**config.mk**
```make
export PLATFORM = sky130hd
export DESIGN_NAME = frame_buf_cfg_bank
export DESIGN_NICKNAME = d
export VERILOG_FILES = /design/src/rtl/frame_buf_pkg.sv /design/src/rtl/frame_buf_sequencer.sv /design/src/rtl/frame_buf_cfg_bank.sv
export SDC_FILE = /design/constraint.sdc
export NUM_CORES = 1
export LEC_CHECK = 0
export ABC_CLOCK_PERIOD_IN_PS = 7500
export CORE_MARGIN = 1
export CORE_UTILIZATION = 56
export CTS_BUF_LIST = sky130_fd_sc_hd__clkbuf_8
export DETAILED_ROUTE_END_ITERATION = 12
export PLACE_DENSITY = 0.83
export SLEW_MARGIN = 0
export SYNTH_ARGS = -nofsm -noshare
export SYNTH_HDL_FRONTEND = slang
export SYNTH_SLANG_ARGS = --single-unit
export TNS_END_PERCENT = 20
```
**constraint.sdc**
```tcl
create_clock -name clk -period 7.5 [get_ports clk]
set_input_delay 0.75 -clock clk [delete_from_list [all_inputs] [get_ports clk]]
set_output_delay 0.75 -clock clk [all_outputs]
set_load 0.02 [all_outputs]
```
**src/rtl/frame_buf_pkg.sv**
```systemverilog
// -----------------------------------------------------------------------------
// frame_buf_pkg
// Shared definitions for the frame buffer config/status bank:
//   - Avalon word addresses of the register map
//   - CTRL / IRQ bit positions and the STATUS pointer field offset
//   - sequencer state encoding (visible to software through STATUS[1:0])
// -----------------------------------------------------------------------------
package frame_buf_pkg;

    // Register map (word addresses)
    localparam int ADDR_CTRL      = 0;
    localparam int ADDR_IMG_SIZE  = 1;
    localparam int ADDR_BUF_FULL  = 2;
    localparam int ADDR_IRQ_STAT  = 3;
    localparam int ADDR_IRQ_MASK  = 4;
    localparam int ADDR_FRAME_CNT = 5;
    localparam int ADDR_STATUS    = 6;
    localparam int BASE_OFFSET    = 16;

    // CTRL bits
    localparam int CTRL_ENABLE_BIT     = 0;
    localparam int CTRL_SOFT_CLEAR_BIT = 1;

    // IRQ_STAT / IRQ_MASK bits
    localparam int IRQ_FRAME_DONE_BIT = 0;
    localparam int IRQ_UNDERRUN_BIT   = 1;
    localparam int IRQ_W              = 2;

    // STATUS: ptr field starts here
    localparam int STATUS_PTR_LSB = 8;

    // Sequencer states; encoding is software-visible
    typedef enum logic [1:0] {
        ST_IDLE   = 2'd0,
        ST_SEARCH = 2'd1,
        ST_ACTIVE = 2'd2
    } seq_state_t;

endpackage

```
**src/rtl/frame_buf_sequencer.sv**
```systemverilog
// -----------------------------------------------------------------------------
// frame_buf_sequencer
// Hands full buffers to the reader in strict ring order and releases each one
// when the reader signals the end of the frame.
//
// Ports:
//   clk, rst        clock, asynchronous active-high reset
//   enable          CTRL.enable
//   soft_clear      one-cycle CTRL.soft_clear write strobe
//   img_end         reader pulse: current frame consumed
//   full            per-buffer full flags (owned by the register bank)
//   base            per-buffer base addresses
//   state, ptr      current FSM state and ring pointer (for STATUS)
//   frame_start     one-cycle pulse on the first cycle of a grant
//   frame_active    reader owns cur_idx
//   cur_idx/base    granted buffer, latched at grant time
//   frame_done      combinational event: release full[cur_idx], count frame
//   underrun        combinational event: SEARCH entered with full[ptr]=0
// -----------------------------------------------------------------------------
module frame_buf_sequencer
    import frame_buf_pkg::*;
#(
    parameter int NUM_BUF = 2,
    parameter int DATA_W  = 32,
    parameter int IDX_W   = (NUM_BUF > 1) ? $clog2(NUM_BUF) : 1
) (
    input  logic                             clk,
    input  logic                             rst,
    input  logic                             enable,
    input  logic                             soft_clear,
    input  logic                             img_end,
    input  logic [NUM_BUF-1:0]               full,
    input  logic [NUM_BUF-1:0][DATA_W-1:0]   base,
    output seq_state_t                       state,
    output logic [IDX_W-1:0]                 ptr,
    output logic                             frame_start,
    output logic                             frame_active,
    output logic [IDX_W-1:0]                 cur_idx,
    output logic [DATA_W-1:0]                cur_base,
    output logic                             frame_done,
    output logic                             underrun
);

    seq_state_t       state_q, state_d;
    logic [IDX_W-1:0] ptr_q, ptr_d;
    logic             entry_q;   // first cycle after entering SEARCH
    logic             grant;

    // NOTE: every signal written here gets a default first, so no path can
    // leave one unassigned and infer a latch.
    always_comb begin
        state_d    = state_q;
        ptr_d      = ptr_q;
        grant      = 1'b0;
        frame_done = 1'b0;

        case (state_q)
            ST_IDLE: begin
                if (enable) state_d = ST_SEARCH;
            end
            ST_SEARCH: begin
                // No skipping: only the buffer at ptr may be granted.
                if (!enable) begin
                    state_d = ST_IDLE;
                end else if (full[ptr_q]) begin
                    grant   = 1'b1;
                    state_d = ST_ACTIVE;
                end
            end
            ST_ACTIVE: begin
                // Dropping enable only takes effect once the frame completes.
                if (img_end) begin
                    frame_done = 1'b1;
                    ptr_d      = (ptr_q == IDX_W'(NUM_BUF - 1)) ? '0 : ptr_q + IDX_W'(1);
                    state_d    = enable ? ST_SEARCH : ST_IDLE;
                end
            end
            default: state_d = ST_IDLE;
        endcase

        // Underrun is flagged once per entry into SEARCH, not every cycle spent waiting.
        underrun = (state_q == ST_SEARCH) && entry_q && !full[ptr_q];

        // soft_clear overrides every transition and suppresses all events.
        if (soft_clear) begin
            state_d    = ST_IDLE;
            ptr_d      = '0;
            grant      = 1'b0;
            frame_done = 1'b0;
            underrun   = 1'b0;
        end
    end

    // NOTE: sequential state uses non-blocking assignments so every register
    // samples pre-edge values regardless of statement order.
    always_ff @(posedge clk or posedge rst) begin
        if (rst) begin
            state_q     <= ST_IDLE;
            ptr_q       <= '0;
            entry_q     <= 1'b0;
            frame_start <= 1'b0;
            cur_idx     <= '0;
            cur_base    <= '0;
        end else begin
            state_q     <= state_d;
            ptr_q       <= ptr_d;
            entry_q     <= (state_d == ST_SEARCH) && (state_q != ST_SEARCH);
            frame_start <= grant;
            // cur_base is a snapshot: later BASE rewrites wait for the next grant.
            if (grant) begin
                cur_idx  <= ptr_q;
                cur_base <= base[ptr_q];
            end
        end
    end

    assign state        = state_q;
    assign ptr          = ptr_q;
    assign frame_active = (state_q == ST_ACTIVE);

endmodule

```
**src/rtl/frame_buf_cfg_bank.sv**
```systemverilog
// -----------------------------------------------------------------------------
// frame_buf_cfg_bank
// Avalon-MM config/status bank for an NUM_BUF-deep frame store. Software
// programs base addresses and image size and marks buffers full; the
// sequencer hands them to the reader and releases them on frame end.
//
// Ports:
//   clk, rst             clock, asynchronous active-high reset
//   avalon_write/read    transfer strobes
//   avalon_addr          word address
//   avalon_byteenable    write byte lanes
//   avalon_write_data    write data
//   avalon_read_data     registered read data (1-cycle latency, 0 when idle)
//   img_end              reader pulse: current frame consumed
//   frame_start          one-cycle pulse: new buffer granted
//   frame_active         reader owns cur_idx
//   cur_idx, cur_base    granted buffer index / base address
//   img_size             IMG_SIZE register
//   irq                  |(IRQ_STAT & IRQ_MASK)
// -----------------------------------------------------------------------------
module frame_buf_cfg_bank
    import frame_buf_pkg::*;
#(
    parameter int NUM_BUF = 2,
    parameter int DATA_W  = 32,
    parameter int ADDR_W  = 5,
    parameter int IDX_W   = (NUM_BUF > 1) ? $clog2(NUM_BUF) : 1
) (
    input  logic                clk,
    input  logic                rst,
    input  logic                avalon_write,
    input  logic                avalon_read,
    input  logic [ADDR_W-1:0]   avalon_addr,
    input  logic [DATA_W/8-1:0] avalon_byteenable,
    input  logic [DATA_W-1:0]   avalon_write_data,
    output logic [DATA_W-1:0]   avalon_read_data,
    input  logic                img_end,
    output logic                frame_start,
    output logic                frame_active,
    output logic [IDX_W-1:0]    cur_idx,
    output logic [DATA_W-1:0]   cur_base,
    output logic [DATA_W-1:0]   img_size,
    output logic                irq
);

    // ------------------------------------------------------------------
    // Registers
    // ------------------------------------------------------------------
    logic                           ctrl_en_q;
    logic [DATA_W-1:0]              img_size_q;
    logic [NUM_BUF-1:0]             full_q, full_d;
    logic [IRQ_W-1:0]               irq_stat_q, irq_stat_d;
    logic [IRQ_W-1:0]               irq_mask_q;
    logic [DATA_W-1:0]              frame_cnt_q;
    logic [NUM_BUF-1:0][DATA_W-1:0] base_q;

    // ------------------------------------------------------------------
    // Write decode and byte-lane merge
    // ------------------------------------------------------------------
    logic [DATA_W-1:0]  be_mask;
    logic [DATA_W-1:0]  wdata_m;
    logic               wr_ctrl, wr_img_size, wr_full, wr_irq_stat, wr_irq_mask;
    logic [NUM_BUF-1:0] wr_base;
    logic               soft_clear;
    logic [NUM_BUF-1:0] full_w1s;
    logic [IRQ_W-1:0]   irq_w1c;

    always_comb begin
        be_mask = '0;
        for (int b = 0; b < DATA_W / 8; b++) begin
            be_mask[b*8 +: 8] = {8{avalon_byteenable[b]}};
        end
    end

    assign wdata_m = avalon_write_data & be_mask;

    assign wr_ctrl     = avalon_write && (avalon_addr == ADDR_W'(ADDR_CTRL));
    assign wr_img_size = avalon_write && (avalon_addr == ADDR_W'(ADDR_IMG_SIZE));
    assign wr_full     = avalon_write && (avalon_addr == ADDR_W'(ADDR_BUF_FULL));
    assign wr_irq_stat = avalon_write && (avalon_addr == ADDR_W'(ADDR_IRQ_STAT));
    assign wr_irq_mask = avalon_write && (avalon_addr == ADDR_W'(ADDR_IRQ_MASK));

    always_comb begin
        wr_base = '0;
        for (int i = 0; i < NUM_BUF; i++) begin
            wr_base[i] = avalon_write && (avalon_addr == ADDR_W'(BASE_OFFSET + i));
        end
    end

    assign soft_clear = wr_ctrl && wdata_m[CTRL_SOFT_CLEAR_BIT];
    assign full_w1s   = wr_full     ? wdata_m[NUM_BUF-1:0] : '0;
    assign irq_w1c    = wr_irq_stat ? wdata_m[IRQ_W-1:0]   : '0;

    // ------------------------------------------------------------------
    // Sequencer
    // ------------------------------------------------------------------
    seq_state_t       seq_state;
    logic [IDX_W-1:0] seq_ptr;
    logic             frame_done;
    logic             underrun;

    frame_buf_sequencer #(
        .NUM_BUF (NUM_BUF),
        .DATA_W  (DATA_W),
        .IDX_W   (IDX_W)
    ) u_seq (
        .clk          (clk),
        .rst          (rst),
        .enable       (ctrl_en_q),
        .soft_clear   (soft_clear),
        .img_end      (img_end),
        .full         (full_q),
        .base         (base_q),
        .state        (seq_state),
        .ptr          (seq_ptr),
        .frame_start  (frame_start),
        .frame_active (frame_active),
        .cur_idx      (cur_idx),
        .cur_base     (cur_base),
        .frame_done   (frame_done),
        .underrun     (underrun)
    );

    // ------------------------------------------------------------------
    // Flag next-state: hardware set/clear combined with software W1S/W1C
    // ------------------------------------------------------------------
    always_comb begin
        // Release first, then W1S, so a same-cycle software set wins.
        full_d = full_q;
        if (frame_done) full_d[cur_idx] = 1'b0;
        full_d = full_d | full_w1s;
        if (soft_clear) full_d = '0;

        // W1C first, then hardware set, so a same-cycle event wins.
        irq_stat_d = irq_stat_q & ~irq_w1c;
        irq_stat_d[IRQ_FRAME_DONE_BIT] = irq_stat_d[IRQ_FRAME_DONE_BIT] | frame_done;
        irq_stat_d[IRQ_UNDERRUN_BIT]   = irq_stat_d[IRQ_UNDERRUN_BIT]   | underrun;
    end

    // ------------------------------------------------------------------
    // Read mux (pre-update register values)
    // ------------------------------------------------------------------
    logic [DATA_W-1:0] rd_mux;

    always_comb begin
        rd_mux = '0;
        if (avalon_addr == ADDR_W'(ADDR_CTRL)) begin
            rd_mux[CTRL_ENABLE_BIT] = ctrl_en_q;
        end else if (avalon_addr == ADDR_W'(ADDR_IMG_SIZE)) begin
            rd_mux = img_size_q;
        end else if (avalon_addr == ADDR_W'(ADDR_BUF_FULL)) begin
            rd_mux[NUM_BUF-1:0] = full_q;
        end else if (avalon_addr == ADDR_W'(ADDR_IRQ_STAT)) begin
            rd_mux[IRQ_W-1:0] = irq_stat_q;
        end else if (avalon_addr == ADDR_W'(ADDR_IRQ_MASK)) begin
            rd_mux[IRQ_W-1:0] = irq_mask_q;
        end else if (avalon_addr == ADDR_W'(ADDR_FRAME_CNT)) begin
            rd_mux = frame_cnt_q;
        end else if (avalon_addr == ADDR_W'(ADDR_STATUS)) begin
            rd_mux[1:0]                        = seq_state;
            rd_mux[STATUS_PTR_LSB +: IDX_W]    = seq_ptr;
        end
        for (int i = 0; i < NUM_BUF; i++) begin
            if (avalon_addr == ADDR_W'(BASE_OFFSET + i)) rd_mux = base_q[i];
        end
    end

    // ------------------------------------------------------------------
    // Register updates
    // ------------------------------------------------------------------
    always_ff @(posedge clk or posedge rst) begin
        if (rst) begin
            ctrl_en_q        <= 1'b0;
            img_size_q       <= '0;
            full_q           <= '0;
            irq_stat_q       <= '0;
            irq_mask_q       <= '0;
            frame_cnt_q      <= '0;
            // NOTE: the BASE array is a small flop bank, not a RAM, so it is
            // reset like every other register and reads 0 after reset.
            base_q           <= '0;
            avalon_read_data <= '0;
        end else begin
            if (wr_ctrl && avalon_byteenable[0]) begin
                ctrl_en_q <= avalon_write_data[CTRL_ENABLE_BIT];
            end
            if (wr_img_size) begin
                img_size_q <= (img_size_q & ~be_mask) | wdata_m;
            end
            if (wr_irq_mask && avalon_byteenable[0]) begin
                irq_mask_q <= avalon_write_data[IRQ_W-1:0];
            end
            for (int i = 0; i < NUM_BUF; i++) begin
                if (wr_base[i]) base_q[i] <= (base_q[i] & ~be_mask) | wdata_m;
            end

            full_q     <= full_d;
            irq_stat_q <= irq_stat_d;

            if (soft_clear) begin
                frame_cnt_q <= '0;
            end else if (frame_done) begin
                frame_cnt_q <= frame_cnt_q + DATA_W'(1);
            end

            avalon_read_data <= avalon_read ? rd_mux : '0;
        end
    end

    assign img_size = img_size_q;
    assign irq      = |(irq_stat_q & irq_mask_q);

endmodule

```
==> flow_metrics.env, run 1 <==
export IMPL_fin_setup_tns_ns=0
export IMPL_hold_path_class="reg2reg"
export IMPL_ctsHoldBuffers=0
export IMPL_reg2regPathDepth=4
export IMPL_netlist_instances=733
export IMPL_seq_area_frac_synth_pct=55.7
export IMPL_htree_levels=1
export IMPL_clkLatencyLatePin_ns=0.55
export IMPL_p_per_area_nw_per_um2=222
export IMPL_regToRegSetupSlack_ns=4.92
export IMPL_pre_cts_ws_ns=3.20
export IMPL_ir_worst_vdd_v=0.000154
export IMPL_hold_slack_ns=0.500
export IMPL_clkSinkCount=205
export IMPL_required_ns=7.94
export IMPL_min_path_cells=1
export IMPL_cts_buffer_depth=3
export IMPL_r2r_end="frame_cnt_q[19]"
export IMPL_postCtsSetupBuffers=0
export IMPL_cts_buffers=31
export IMPL_drc=0
export IMPL_wirelength_mm=22.8
export IMPL_dpl_hpwl_mm=14.8
export IMPL_synth_top_family_by_area="multiplexers"
export IMPL_track_usage_pct=27.7
export IMPL_final_hold_viol_count=0
export IMPL_cts_root_buffer="clkbuf_8"
export IMPL_drive_above_1_share_pct=25.3
export IMPL_finalPower_mw=2.54
export IMPL_path_max_fanout=19
export IMPL_avgSynthCellArea_sq_um=12.6
export IMPL_drt_iter0_markers=767
export IMPL_synthAdderAreaFrac_pct=0.136
export IMPL_cts_tree="done"
export IMPL_synthFlopType="dfrtp_1"
export IMPL_portBuffers=145
export IMPL_drtAntennaViolNets=0
export IMPL_die_h_um=130
export IMPL_fin_area_sq_um=11400
export IMPL_grt_max_degree=142
export IMPL_post_cts_resized=0
export IMPL_cp_arrival_ns=4.26
export IMPL_gp_congestion=0.867
export IMPL_rsz0062_at_grt="false"
export IMPL_outcome="finished, final reports clean"
export IMPL_synth_async_reset_ratio_pct=100
export IMPL_dp_cells=1054
export IMPL_path_clk_slew_ns=0.07
export IMPL_startpoint_type="primary input"
export IMPL_cp_common_cell="nor2b_1"
export IMPL_route_vias_total=6938
export IMPL_setup_viol=0
export IMPL_fin_cells=1111
export IMPL_boundaryPins=146
export IMPL_min_to="u_seq.cur_base[12]"
export IMPL_dr_pass1_iters=9
export IMPL_grt_antenna_before_repair=0
export IMPL_syn_area_sq_um=9210
export IMPL_finClkSkew_ns=0.00829
export IMPL_grt_pass1_vias=7110
export IMPL_synth_warning_count=0
export IMPL_dieArea_sq_um=17000
export IMPL_areaGrowthSynthToFinish_pct=24.2
export IMPL_core_area_sq_um=15900
export IMPL_crit_type="in2reg"
export IMPL_yosys_cell_types_count=51
export IMPL_max_stage_delay_ns=0.92
export IMPL_grt_ovfl_total=0
export IMPL_yosys_area_share_simple_pct=8.82
export IMPL_wire_per_inst_um=20.5
export IMPL_synth_nets=780
export IMPL_num_rows=46
export IMPL_synthMuxAreaShare_pct=20.4
export IMPL_cap_violations=0
export IMPL_synth_compound_area_share_pct=11.3
export IMPL_r2r_start="frame_cnt_q[3]"
export IMPL_synthXorXnorAreaFrac_pct=0.856
export IMPL_post_route_util_pct=71.7
export IMPL_grt_pass1_wl_mm=36.7
export IMPL_path_cells="clkdlybuf4s50_1, nor2b_1, nor3b_4, buf_4, nor2b_1, mux2_2"
export IMPL_vias_per_cell=6.24
export IMPL_nets=918
export IMPL_place_area_sq_um=10800
export IMPL_tightestPinTransition_ns=1.28
export IMPL_slowest_stage="nor3b_4"
export IMPL_die_w_um=130
export IMPL_fin_crit_sh_pct=50.9
export IMPL_fmax_mhz=262
export IMPL_end_kind="flop"
export IMPL_slew_limit_headroom_pct=14.1
export IMPL_cellLeakagePower_nw=5.05
export IMPL_setup_ws_ns=3.68
export IMPL_post_route_min_period_ns=3.82
export IMPL_ys_ff_latch=205
export IMPL_initial_core_util_pct=57.7
export IMPL_min_from="u_seq.cur_base[12]"
export IMPL_antenna_cells=0
export IMPL_slew_violations=0
export IMPL_synth_edf_count=0
==> logic make-up after synthesis <==
kind of cell	Yosys count
AOI/OAI and AO/OA	159
xor gates and xnor gates	9
adders and majority gates	1
buffers and inverters	57
DFF	205
muxes	167
and+or+nand+nor	135
==> synthesized netlist by cell type, drive strengths merged (3+ instances only) <==
master | number | share of area (%)
xor2 | 6 | 0.57
nand3 | 19 | 1.0
nor2 | 19 | 0.86
a222oi | 29 | 3.2
mux2 | 163 | 20
nor2b | 11 | 0.75
nand2 | 21 | 0.86
nand2b | 3 | 0.20
nand3b | 4 | 0.33
o21ai | 40 | 2.2
mux2i | 4 | 0.43
clkbuf | 28 | 1.1
or3 | 5 | 0.34
nand4 | 10 | 0.68
inv | 10 | 0.41
o31ai | 17 | 1.4
or4 | 17 | 1.4
nor4b | 3 | 0.45
nor3b | 3 | 0.30
xnor2 | 3 | 0.29
nor3 | 3 | 0.16
dfrtp | 205 | 56
and3b | 3 | 0.29
a21oi | 56 | 3.0
buf | 19 | 1.3
and4 | 6 | 0.57
and3 | 3 | 0.20
==> layout make-up <==
cell class,count,area [sq um]
sequential,205,5130
fill,1077,4510
multi-input combinational,471,3830
timing repair buffer,152,1500
clock buffer,44,606
tap,216,270
clock inverter,13,53.8
inverter,10,45.0
==> where the power goes <==
group | internal [mW] | switching, mW
sequential | 1.19 | 0.0709
clock | 0.517 | 0.421
combinational | 0.177 | 0.159
total | 1.89 | 0.652
==> placed cells by master, fill, tap and decap left out, types with 5 or more instances in the layout <==
master and n:
nand3_1 19, or3_1 5, a21oi_1 56, clkdlybuf4s50_1 145, nand2_1 20, and4_1 6
nor2b_1 11, mux2_2 161, dfrtp_1 205, inv_1 18, o21ai_0 40, nor2_1 16
buf_4 7, o31ai_1 17, nand4_1 10, or4_1 17, clkbuf_8 44, xor2_1 6
a222oi_1 29
==> worst max path at each step <==
stage,cells past startpoint,end,slack (ns),from
floorplan,1,asynchronous set/reset pin,1.15,rst
detailed placement,6,flop,3.20,avalon_addr[0]
finish,6,flop,3.68,avalon_addr[0]
global placement,6,flop,3.34,avalon_addr[0]
CTS,6,flop,3.79,avalon_addr[0]
global route,6,flop,3.59,avalon_addr[0]
==> metal layers <==
layer	GRT usage (%)	share of wire [%]	up-vias	wire length, um
met2	45.9	49	333	11100
met5	0	0	-	0
met1	37.1	42	3509	9470
met3	4.88	7.6	46	1720
li1	-	-	3050	-
met4	8.89	1.9	0	434
==> worst max-delay path: cells and delay by family <==
kind          cells  cell delay (ns)
buf+inv           2             1.12
simple gates      3             1.96
mux               1             0.41
(Power assumes the default switching activity.)
==> run 2, diff against run 1 <==
--- a/config.mk
+++ b/config.mk
@@ -5,12 +5,12 @@
 export SDC_FILE = /design/constraint.sdc
 export NUM_CORES = 1
 export LEC_CHECK = 0
-export ABC_CLOCK_PERIOD_IN_PS = 7500
+export ABC_CLOCK_PERIOD_IN_PS = 3500
 export CORE_MARGIN = 1
-export CORE_UTILIZATION = 56
+export CORE_UTILIZATION = 50
 export CTS_BUF_LIST = sky130_fd_sc_hd__clkbuf_8
 export DETAILED_ROUTE_END_ITERATION = 12
-export PLACE_DENSITY = 0.83
+export PLACE_DENSITY = 0.78
 export SLEW_MARGIN = 0
 export SYNTH_ARGS = -nofsm -noshare
 export SYNTH_HDL_FRONTEND = slang
==> constraint.sdc (replaced) <==
create_clock -name clk -period 3.5 [get_ports clk]
set_input_delay 0.35 -clock clk [delete_from_list [all_inputs] [get_ports clk]]
set_output_delay 0.35 -clock clk [all_outputs]
set_load 0.02 [all_outputs]
==> flow_metrics.env, run 2 (synthesis results as in run 1) <==
export IMPL_vias_per_cell=5.92
export IMPL_grt_antenna_before_repair=0
export IMPL_tightestPinTransition_ns=0.715
export IMPL_cts_buffer_depth=3
export IMPL_combPwrFrac_pct=12.8
export IMPL_portBuffers=145
export IMPL_clkSinkCount=205
export IMPL_pre_cts_ws_ns=0.581
export IMPL_dpl_hpwl_mm=14.9
export IMPL_post_cts_resized=0
export IMPL_fin_crit_sh_pct=72.8
export IMPL_final_common_cell="dfrtp_1"
export IMPL_setup_viol=0
export IMPL_reg2regPathDepth=4
export IMPL_p_sw_share_pct=25.6
export IMPL_wirelength_mm=22.4
export IMPL_seqPwrFrac_pct=47.9
export IMPL_power_switching_mw=1.45
export IMPL_drt_iter0_markers=562
export IMPL_slowest_stage="clkdlybuf4s50_1"
export IMPL_core_area_sq_um=18000
export IMPL_place_area_sq_um=11000
export IMPL_areaGrowthSynthToFinish_pct=27.1
export IMPL_final_hold_viol_count=0
export IMPL_htree_levels=2
export IMPL_mostFrequentLayoutCells="dfrtp_1, mux2_2, clkdlybuf4s50_1"
export IMPL_setup_ws_ns=0.953
export IMPL_initial_core_util_pct=51.1
export IMPL_fin_area_sq_um=11700
export IMPL_slew_limit_headroom_pct=51.7
export IMPL_dp_cells=1085
export IMPL_ctsHoldBuffers=0
export IMPL_outcome="finished, final reports clean"
export IMPL_post_route_min_period_ns=2.55
export IMPL_fmax_mhz=393
export IMPL_max_stage_delay_ns=0.71
export IMPL_required_ns=3.15
export IMPL_drive_above_1_share_pct=27.2
export IMPL_gp_congestion=0.878
export IMPL_finClkSkew_ns=0.0144
export IMPL_path_max_fanout=8
export IMPL_track_usage_pct=25.0
export IMPL_p_per_area_nw_per_um2=483
export IMPL_r2r_start="u_seq.state[1]"
export IMPL_intPower_mw=4.20
export IMPL_cts_tree="done"
export IMPL_boundaryPins=146
export IMPL_drtAntennaViolNets=0
export IMPL_die_h_um=138
export IMPL_end_kind="primary output"
export IMPL_path_clk_slew_ns=0.06
export IMPL_clkLatencyLatePin_ns=0.52
export IMPL_hold_path_class="in2async"
export IMPL_r2r_end="frame_cnt_q[29]"
export IMPL_fin_cells=1148
export IMPL_startpoint_type="flop"
export IMPL_postCtsSetupBuffers=0
export IMPL_cellLeakagePower_nw=5.18
export IMPL_drc=0
export IMPL_rsz0062_at_grt="false"
export IMPL_regToRegSetupSlack_ns=1.20
export IMPL_cts_buffers=35
export IMPL_die_w_um=138
export IMPL_grt_pass1_wl_mm=36.4
export IMPL_grt_max_degree=71
export IMPL_cts_root_buffer="clkbuf_8"
export IMPL_wire_per_inst_um=19.5
export IMPL_nets=940
export IMPL_grt_use_met3_pct=5.26
export IMPL_cap_violations=0
export IMPL_fin_setup_tns_ns=0
export IMPL_grt_pass1_vias=6803
export IMPL_cp_arrival_ns=2.20
export IMPL_pwr_share_clk_pct=39.3
export IMPL_crit_type="reg2out"
export IMPL_grt_ovfl_total=0
export IMPL_cp_startpoint="u_seq.state[1]"
export IMPL_antenna_cells=0
export IMPL_num_rows=49
export IMPL_dr_pass1_iters=6
export IMPL_ir_worst_vdd_v=0.000274
export IMPL_use_met2_pct=39.1
export IMPL_slew_violations=0
export IMPL_gr_usage_met1_pct=35.0
export IMPL_route_vias_total=6794
export IMPL_path_cells="nor2b_1, clkdlybuf4s50_1"
export IMPL_busiest_layer="met2"
export IMPL_dieArea_sq_um=19000
run 2: changes by cell type in the layout (fill, tap and decap cells not counted), sizes merged:
cell and change:
buf +18, bufinv +1, clkbuf +2, clkinvlp +3
run 2: critical path, delay by kind of cell, from the launching register on:
| family | cells | cell delay (ns) |
|---|---|---|
| and+or+nand+nor | 1 | 0.51 |
| buffers and inverters | 1 | 0.71 |
| DFF | 1 | 0.46 |
run 2: layout make-up:
cell class	instances	area, sq um
clock inverters	17	108
repair buffers	170	1680
fillers	1400	6320
clock buffers	46	633
multi-input cells	471	3830
flip-flops and latches	205	5130
inverters	10	41.3
well taps	229	287
run 2: worst max-delay path by stage:
stage                                  to  slack (ns)  depth (start not counted)
2_1_floorplan  asynchronous set/reset pin        0.49                          1
3_3_place_gp                         flop        0.67                          6
3_5_place_dp                         flop        0.58                          6
6_report                     frame_active        0.95                          2
4_1_cts                      frame_active        0.92                          2
5_1_grt                      frame_active        0.80                          2
run 2: metrics by stage:
step	hold WS [ns]	total power, mW	utilization, %
after floorplan	0.465	3.13	-
after global placement	0.467	3.45	60.8
after detailed placement	0.486	3.47	60.8
after CTS	0.234	5.71	64.9
after global routing	0.268	5.90	64.9
final	0.241	5.65	64.9
run 2: power groups by stage:
stage	Clock, mW	Sequential [mW]	Combinational [mW]
floorplan	0	2.78	0.354
global placement	0	2.74	0.713
global route	2.38	2.73	0.784
detailed placement	0	2.74	0.728
finish	2.22	2.70	0.724
CTS	2.27	2.70	0.732
run 2: metal layers:
layer	up-vias	part of all wire, %
met3	36	6.5
met4	0	2.0
met5	-	0
met1	3416	45
met2	242	47
li1	3100	-
